$ cat src/rtl/claw_pkg.sv
// claw_pkg: shared state encoding, output bundle and default timing for the claw game sequencer.
package claw_pkg;

  typedef enum logic [2:0] {
    ST_IDLE    = 3'd0,
    ST_PLAY    = 3'd1,
    ST_DROP    = 3'd2,
    ST_GRAB    = 3'd3,
    ST_LIFT    = 3'd4,
    ST_HOME    = 3'd5,
    ST_RELEASE = 3'd6,
    ST_FAULT   = 3'd7
  } claw_state_e;

  typedef struct packed {
    logic x_fwd;
    logic x_bwd;
    logic y_fwd;
    logic y_bwd;
    logic z_down;
    logic z_up;
    logic grip;
    logic fault;
  } claw_out_t;

  localparam int DEF_TICK_DIV     = 100000;
  localparam int DEF_PLAY_TICKS   = 20000;
  localparam int DEF_DROP_TICKS   = 1500;
  localparam int DEF_GRIP_TICKS   = 500;
  localparam int DEF_HOME_TIMEOUT = 10000;

  localparam int SYNC_DEPTH = 2;

  function automatic int max_int(input int a, input int b);
    return (a > b) ? a : b;
  endfunction

endpackage

$ cat src/rtl/claw_timer.sv
// claw_timer: TICK_DIV prescaler (down-counter) feeding an elapsed-tick counter.
// A synchronous clear restarts both so every state starts timing from zero.
module claw_timer #(
  parameter int TICK_DIV = 100000,
  parameter int TICK_W   = 16
) (
  input  logic              clk,
  input  logic              reset,
  input  logic              clr,
  output logic              tick,
  output logic [TICK_W-1:0] elapsed_ticks
);

  localparam int PRE_W = (TICK_DIV > 1) ? $clog2(TICK_DIV) : 1;
  localparam logic [PRE_W-1:0] PRE_LOAD = PRE_W'(TICK_DIV - 1);

  logic [PRE_W-1:0] pre_cnt;

  // tick is high in the last cycle of each TICK_DIV window
  assign tick = (pre_cnt == '0);

  always_ff @(posedge clk) begin
    if (reset || clr) begin
      pre_cnt       <= PRE_LOAD;
      elapsed_ticks <= '0;
    end else if (tick) begin
      pre_cnt       <= PRE_LOAD;
      elapsed_ticks <= elapsed_ticks + 1'b1;
    end else begin
      pre_cnt <= pre_cnt - 1'b1;
    end
  end

endmodule

$ cat src/rtl/claw_game_sequencer.sv
// claw_game_sequencer: one-game sequencer for the claw machine (coin, play, drop, grab, lift, home, release).
// Define CLAW_PLAY_TIMER_EN to also end PLAY after PLAY_TICKS ticks.
//
// state   | meaning
// IDLE    | waiting for coin, all outputs low
// PLAY    | player drives X/Y, btn_drop ends play
// DROP    | z_down for DROP_TICKS
// GRAB    | gripper closing for GRIP_TICKS
// LIFT    | z_up until lim_z, bounded by HOME_TIMEOUT
// HOME    | x_bwd/y_bwd until both limits, bounded by HOME_TIMEOUT
// RELEASE | gripper open for GRIP_TICKS
// FAULT   | lift/home timeout, left only by reset
module claw_game_sequencer
  import claw_pkg::*;
#(
  parameter int TICK_DIV     = DEF_TICK_DIV,
  parameter int PLAY_TICKS   = DEF_PLAY_TICKS,
  parameter int DROP_TICKS   = DEF_DROP_TICKS,
  parameter int GRIP_TICKS   = DEF_GRIP_TICKS,
  parameter int HOME_TIMEOUT = DEF_HOME_TIMEOUT
) (
  input  logic       CLK100MHZ,
  input  logic       reset,
  input  logic       coin,
  input  logic       btn_left,
  input  logic       btn_right,
  input  logic       btn_fwd,
  input  logic       btn_back,
  input  logic       btn_drop,
  input  logic       lim_x,
  input  logic       lim_y,
  input  logic       lim_z,
  output logic       x_fwd,
  output logic       x_bwd,
  output logic       y_fwd,
  output logic       y_bwd,
  output logic       z_down,
  output logic       z_up,
  output logic       grip,
  output logic [2:0] state_o,
  output logic       fault
);

  localparam int TICK_MAX = max_int(max_int(PLAY_TICKS, DROP_TICKS), max_int(GRIP_TICKS, HOME_TIMEOUT));
  localparam int TICK_W   = $clog2(TICK_MAX + 1);
  localparam logic [TICK_W-1:0] DROP_LAST    = TICK_W'(DROP_TICKS - 1);
  localparam logic [TICK_W-1:0] GRIP_LAST    = TICK_W'(GRIP_TICKS - 1);
  localparam logic [TICK_W-1:0] TIMEOUT_LAST = TICK_W'(HOME_TIMEOUT - 1);
  localparam int NSYNC = 8;

  logic [NSYNC-1:0] raw_in;
  logic [NSYNC-1:0] sync_q [SYNC_DEPTH];
  logic s_left, s_right, s_fwd, s_back, s_drop, s_lim_x, s_lim_y, s_lim_z;

  claw_state_e state_q, state_nxt;
  claw_out_t   outs_q, outs_nxt;

  logic              tick;
  logic [TICK_W-1:0] elapsed_ticks;
  logic              drop_done, grip_done, timeout_done;

  assign raw_in = {btn_left, btn_right, btn_fwd, btn_back, btn_drop, lim_x, lim_y, lim_z};

  always_ff @(posedge CLK100MHZ) begin
    if (reset) begin
      for (int i = 0; i < SYNC_DEPTH; i++) sync_q[i] <= '0;
    end else begin
      sync_q[0] <= raw_in;
      for (int i = 1; i < SYNC_DEPTH; i++) sync_q[i] <= sync_q[i-1];
    end
  end

  assign {s_left, s_right, s_fwd, s_back, s_drop, s_lim_x, s_lim_y, s_lim_z} = sync_q[SYNC_DEPTH-1];

  claw_timer #(
    .TICK_DIV (TICK_DIV),
    .TICK_W   (TICK_W)
  ) u_timer (
    .clk           (CLK100MHZ),
    .reset         (reset),
    .clr           (state_nxt != state_q),
    .tick          (tick),
    .elapsed_ticks (elapsed_ticks)
  );

  // "done" fires in the final cycle of an N-tick window, so the next state starts on N*TICK_DIV
  assign drop_done    = tick && (elapsed_ticks == DROP_LAST);
  assign grip_done    = tick && (elapsed_ticks == GRIP_LAST);
  assign timeout_done = tick && (elapsed_ticks == TIMEOUT_LAST);

`ifdef CLAW_PLAY_TIMER_EN
  localparam logic [TICK_W-1:0] PLAY_LAST = TICK_W'(PLAY_TICKS - 1);
  logic play_done;
  assign play_done = tick && (elapsed_ticks == PLAY_LAST);
`endif

  always_comb begin
    state_nxt = state_q;
    unique case (state_q)
      ST_IDLE:    if (coin) state_nxt = ST_PLAY;
`ifdef CLAW_PLAY_TIMER_EN
      ST_PLAY:    if (s_drop || play_done) state_nxt = ST_DROP;
`else
      ST_PLAY:    if (s_drop) state_nxt = ST_DROP;
`endif
      ST_DROP:    if (drop_done) state_nxt = ST_GRAB;
      ST_GRAB:    if (grip_done) state_nxt = ST_LIFT;
      ST_LIFT: begin
        if (s_lim_z)           state_nxt = ST_HOME;
        else if (timeout_done) state_nxt = ST_FAULT;
      end
      ST_HOME: begin
        if (s_lim_x && s_lim_y) state_nxt = ST_RELEASE;
        else if (timeout_done)  state_nxt = ST_FAULT;
      end
      ST_RELEASE: if (grip_done) state_nxt = ST_IDLE;
      ST_FAULT:   state_nxt = ST_FAULT;
    endcase

    // outputs follow the state being entered so both change on the same edge
    outs_nxt = '0;
    case (state_nxt)
      ST_PLAY: begin
        outs_nxt.x_fwd = s_right && !s_left;
        outs_nxt.x_bwd = s_left && !s_right && !s_lim_x;
        outs_nxt.y_fwd = s_fwd && !s_back;
        outs_nxt.y_bwd = s_back && !s_fwd && !s_lim_y;
      end
      ST_DROP:  outs_nxt.z_down = 1'b1;
      ST_GRAB:  outs_nxt.grip = 1'b1;
      ST_LIFT: begin
        outs_nxt.grip = 1'b1;
        outs_nxt.z_up = !s_lim_z;
      end
      ST_HOME: begin
        outs_nxt.grip  = 1'b1;
        outs_nxt.x_bwd = !s_lim_x;
        outs_nxt.y_bwd = !s_lim_y;
      end
      ST_FAULT: outs_nxt.fault = 1'b1;
      default:  outs_nxt = '0;
    endcase
  end

  always_ff @(posedge CLK100MHZ) begin
    if (reset) begin
      state_q <= ST_IDLE;
      outs_q  <= '0;
    end else begin
      state_q <= state_nxt;
      outs_q  <= outs_nxt;
    end
  end

  assign state_o = state_q;
  assign x_fwd   = outs_q.x_fwd;
  assign x_bwd   = outs_q.x_bwd;
  assign y_fwd   = outs_q.y_fwd;
  assign y_bwd   = outs_q.y_bwd;
  assign z_down  = outs_q.z_down;
  assign z_up    = outs_q.z_up;
  assign grip    = outs_q.grip;
  assign fault   = outs_q.fault;

endmodule

$ cat config.mk
export PLATFORM = sky130hd
export DESIGN_NAME = claw_game_sequencer
export DESIGN_NICKNAME = d
export VERILOG_FILES = /design/src/rtl/claw_pkg.sv /design/src/rtl/claw_timer.sv /design/src/rtl/claw_game_sequencer.sv
export SDC_FILE = /design/constraint.sdc
export NUM_CORES = 1
export LEC_CHECK = 0
export CAP_MARGIN = 30
export CORE_ASPECT_RATIO = 0.7
export CORE_MARGIN = 4
export CORE_UTILIZATION = 40
export CTS_CLUSTER_SIZE = 20
export DETAILED_ROUTE_END_ITERATION = 8
export PLACE_DENSITY = 0.68
export SETUP_SLACK_MARGIN = 0.4
export SLEW_MARGIN = 20
export SYNTH_ARGS = -nofsm -noshare
export SYNTH_HDL_FRONTEND = slang
export SYNTH_SLANG_ARGS = --single-unit
export TNS_END_PERCENT = 5
$ cat constraint.sdc
create_clock -name CLK100MHZ -period 7.3 [get_ports CLK100MHZ]
set_input_delay 1.095 -clock CLK100MHZ [delete_from_list [all_inputs] [get_ports CLK100MHZ]]
set_output_delay 1.095 -clock CLK100MHZ [all_outputs]
set_load 0.05 [all_outputs]
# After elaboration in Yosys (flattened, before gate mapping)
# Memory sizes are Yosys's and may differ from the RTL's.
# Index checks and enable logic that the tools add are counted.
[op_classes]
n_div = 0
n_mul = 0
n_eq_ne = 17
n_bitwise = 4
reduce_logical = 24
n_lt_le_gt_ge = 0
addsub = 2
mux = 19
shift = 0
[ops]
columns = ["cell", "n"]
rows = [
  ["2-to-1 mux 3 bit", 8],
  ["case mux 3 bit (8 select lines)", 1],
  ["equality test 3 bit (second input constant)", 7],
  ["logical NOT 17 bit", 1],
  ["subtractor 17 x 1 -> 17 bit (second input constant)", 1],
  ["2-to-1 mux 8 bit", 2],
  ["adder 15 x 1 -> 15 bit (second input constant)", 1],
  ["equality test 15 x 11 -> 1 bit (second input constant)", 1],
  ["equality test 15 x 14 -> 1 bit (second input constant)", 1],
  ["equality test 15 x 9 -> 1 bit (second input constant)", 1],
  ["equality test 3 x 2 -> 1 bit (second input constant)", 4],
  ["logical AND 1 bit", 10],
  ["logical NOT 1 bit", 7],
  ["equality test 3 x 1 -> 1 bit (second input constant)", 2],
  ["2-to-1 mux 1 bit", 6],
  ["OR reduction 2 bit", 3],
  ["case mux 1 bit (2 select lines)", 2],
  ["logical NOT 3 bit", 1],
  ["inequality test 3 bit", 1],
  ["OR reduction 3 bit", 1],
  ["inverter 1 bit", 2],
  ["OR 1 bit", 2],
  ["logical OR 1 bit", 1],
]
[word_totals]
in_bits = 11
latch_bits = 0
wordCells = 78
mem_bits_ro = 0
ff_bits = 43
out_inout_bits = 11
memories = 1
ramBits = 16
[mem_list]
columns = ["name", "depth", "width", "rd", "rd_ports_with_merged_regs", "write_ports", "line", "rtl"]
rows = [
  ["sync_q", 2, 8, 2, 0, 2, "claw_game_sequencer.sv:52", "logic [NSYNC-1:0] sync_q [SYNC_DEPTH];"],
]

# Longest topological paths before layout
[logic_depth]
ltp_word = 8
depth_mapped = 10
mapped_depth_nobuf = 8

# Modules after synthesis
# From an unflattened synthesis, not the netlist that was laid out.
[hier_totals]
cells_unflattened = 279
area_unflattened_um2 = 2560.0
[modules_own_cells]
columns = ["module", "area_per_inst_um2", "instances", "cells_each", "seq_area_each_um2"]
rows = [
  ["claw_timer", 1415.1, 1, 166, 640.6],
  ["claw_game_sequencer", 1144.8, 1, 113, 540.5],
]

# Worst setup path before layout
# OpenSTA, ideal clock, no wires.
[synth_path]
kind = "flip-flop to flip-flop"
start = "register state_q[0], in the netlist state_o[0]"
end = "register outs_q (netlist bit x_bwd)"
synth_period_minus_slack_ps = 2434
t_arrival_ps = 2334
path_stages_with_launch = 7
path_slack_ps = 4866
path_cell_list = "dfxtp_1 > or4bb_1 > or4_4 > a2111oi_4 > a211oi_2 > a21o_4 > a2111oi_4"
[synth_between]
elab_chain_len = 5
[synth_rtl]
columns = ["element", "line", "rtl"]
rows = [
  ["start: declaration", "claw_game_sequencer.sv:55", "claw_state_e state_q, state_nxt;"],
  ["start signal: assignment", "claw_game_sequencer.sv:150", "state_q <= state_nxt;"],
  ["2-to-1 mux 3 bit", "claw_game_sequencer.sv:110, claw_game_sequencer.sv:114", ""],
  ["2-to-1 mux 3 bit, on equally long branches", "claw_game_sequencer.sv:113, claw_game_sequencer.sv:109", ""],
  ["case mux 3 bit (8 select lines) *", "claw_game_sequencer.sv:99", "unique case (state_q)"],
  ["equality test 3 bit / equality test 3 x 1 -> 1 bit (equally long branches)", "claw_game_sequencer.sv:122", "case (state_nxt)"],
  ["case mux 1 bit (2 select lines) *", "claw_game_sequencer.sv:122", ""],
  ["end signal: assignment", "claw_game_sequencer.sv:151", "outs_q <= outs_nxt;"],
  ["end: declaration", "claw_game_sequencer.sv:56", "claw_out_t outs_q, outs_nxt;"],
]
# Every way passes the cells marked *; elsewhere a longest branch is shown, timed or not.
# A chain may end at the register's enable or synchronous reset.

# Worst setup path in the final report
[layout_path]
start = "register state_q[0], in the netlist state_o[0]"
end = "output port state_o[0]"
[layout_rtl]
columns = ["element", "line", "rtl"]
rows = [
  ["end: declaration", "claw_game_sequencer.sv:40", "output logic [2:0] state_o,"],
]
# No word-level cell between the ends.

==> metrics.csv <==
metric,value,unit
fillCellCount,605,
layout_commonest_cell,dfxtp_1,
cts-root-buf,clkbuf_8,
crit_arrival,1910,ps
mostFrequentLayoutCells,"dfxtp_1 (59), nor2_1 (35), nand2_1 (32)",
crit_type,reg -> out,
cts_sinks,59,
cts.repair.resized,0,
fin_nets,324,
grt_pass1_wl,9170,µm
initial_core_util,41.8,%
synthCells,288,
synth_area,2640,µm²
synth_cell_type_count,48,
synth_fp_nets,302,
dieWidth,105,µm
ys_seq_area_share,44.8,%
layout_worst_path_cycle_share,41.2,%
cts_made_buffers,9,
rsz0062_at_grt,false,
ys_async_sr_fraction,0,%
tns,0,ps
seq_power_share,50.3,%
power.switching,156,µW
skew,4.16,ps
drtIter0Drc,162,
io_pins,22,
cts_max_level,3,
fin_crit,3010,ps
gp_congestion,0.819,
areaGrowthSynthToFinish,17.6,%
worstMarginPinSlew,817,ps
die-area,7970,µm²
vias_per_cell,5.15,
grt_max_degree,25,
place_hpwl,3810,µm
firstDrtPassIters,4,
critPathTopFamily,buffers and inverters,
hold_buffers,0,
clk_pin_slew_worst_paths,60,ps
synth.top_cell.area_share,44.8,%
drtAntennaViolNets,0,
drt-wirelength-per-cell,13.7,µm
fin_area,3100,µm²
drive_gt1_share,9.52,%
synth.largest_area_cell,dfxtp_1,
totalWireLength,5370,µm
ir_worst_vdd,0.0877,mV
setup_viol,0,
pwr-share-clk,43.8,%
min_from,sync_q[0][0],
power_density,215,nW/µm²
portBuffers,21,
synthTopCellsByArea,"dfxtp_1 (45%), nor2_1 (5.0%), xnor2_1 (4.7%)",
max_slew_margin,45.3,%
dpl_cell_area,2910,µm²
hold_class,reg -> reg,
internal-power,510,µW
hold_viol_final,0,
num_rows,24,
die_h,75.9,µm
crit_start,state_o[0],
crit_required,6200,ps
antenna_found_initial,0,
swShare,23.4,%
cpMaxStageDelayCell,clkdlybuf4s50_1,
maxCapViolations,0,
synth_edf_count,0,
p_leak,0.00105,µW
grt_pass1_vias,1909,
hold_ws,433,ps
antennaDiodeCount,0,
grt_overflow,0,
clockBufferDepth,2,
ys_ff_latch,59,
num_vias,2024,
coreArea,6310,µm²
yosysWarnings,0,
post-cts-setup-buffers,0,
worstSkewPairLatency,340,ps
crit_buf_inv,1,
r2r_start,u_timer.elapsed_ticks[0],
drc_errors,0,
ys.flop_type,dfxtp_1,
maxClockFrequency,333,MHz
cp_max_fo,15,
grt_usage,14.6,%
report.final.slew_viol_count,0,
syn-mean-instance-area,9.15,µm²
critPathCaptureType,output pin,
status,"complete, no violations",
slowest_delay,910,ps
cp_cell_sequence,clkdlybuf4s50_1,
combPwrFrac,5.9,%
critPathLaunchType,flop,
cts_tree,done,
==> worst paths after layout <==
path                          endpoint  slack, ps  cells past startpoint
max                         state_o[0]       4290                      1
min                       sync_q[0][8]        430                      1
max reg2reg  u_timer.elapsed_ticks[11]       4300                      7
min reg2reg               sync_q[0][8]        430                      1
==> final cells by class <==
cell class	count	area, µm²	share of cell area, %
inverter	6	22.5	0.727
sequential	59	1180	38.1
multi-input combinational	212	1390	44.8
tap	78	97.6	3.15
clock inverter	5	52.6	1.70
clock buffer	11	141	4.56
timing repair buffer	22	215	6.94
==> power by group through the flow <==
stage	clock network, µW	registers (µW)	logic (µW)
2_1_floorplan	0	344	23.0
3_3_place_gp	0	342	38.3
3_5_place_dp	0	342	39.2
4_1_cts	300	335	39.5
5_1_grt	315	336	42.9
6_report	291	335	39.1
==> kinds of logic (layout without fill, tap and decap cells) <==
kind of cell | after synthesis | after routing | synth area share [%]
buf+inv | 17 | 44 | 2.47
compound gates | 26 | 26 | 9.59
xor+xnor | 26 | 26 | 8.64
mux | 1 | 1 | 0.522
flops | 59 | 59 | 44.8
fa+ha+maj | 3 | 3 | 1.42
simple gates | 156 | 156 | 32.5
==> routing by layer <==
layer | up-vias | GRT usage [%] | part of all wire (%) | routed length (µm)
li1 | 1043 | - | - | -
met1 | 920 | 20.5 | 52 | 2790
met2 | 49 | 19.5 | 40 | 2170
met3 | 12 | 5.09 | 5.6 | 299
met4 | 0 | 7.08 | 2.1 | 114
met5 | - | 0 | 0 | 0
==> state kept, by name, indices dropped and copies added, names as in the netlist <==
signal,count
sync_q,16
y_fwd,1
u_timer.pre_cnt,17
z_down,1
x_bwd,1
x_fwd,1
grip,1
u_timer.elapsed_ticks,15
y_bwd,1
fault,1
state_o,3
z_up,1
==> synth_stat cells (all sizes together) (2+ instances only) <==
cell	number
nor2	35
o21ai	3
nor3b	5
clkbuf	9
o21a	2
and2	2
nor4b	3
inv	6
or4	2
buf	2
ha	3
a21oi	7
nand4	9
a2111oi	4
o41ai	2
or3b	3
xor2	12
nand2b	5
nor4	9
dfxtp	59
a211oi	2
nand2	32
xnor2	14
or3	2
and3	6
nor3	9
nand3	6
nand3b	4
nor2b	17
or4b	2
==> through the flow <==
step / worst slack (ps) / std cells / total power (µW) / util (%)
2_1_floorplan: 4870 / 288 / 367 / -
3_3_place_gp: 3920 / 376 / 380 / 46.0
3_5_place_dp: 4050 / 377 / 382 / 46.1
4_1_cts: 4280 / 393 / 675 / 49.1
5_1_grt: 4130 / 393 / 694 / 49.1
6_report: 4290 / 393 / 666 / 49.1
Note: power is estimated with default switching activity, not from simulation.
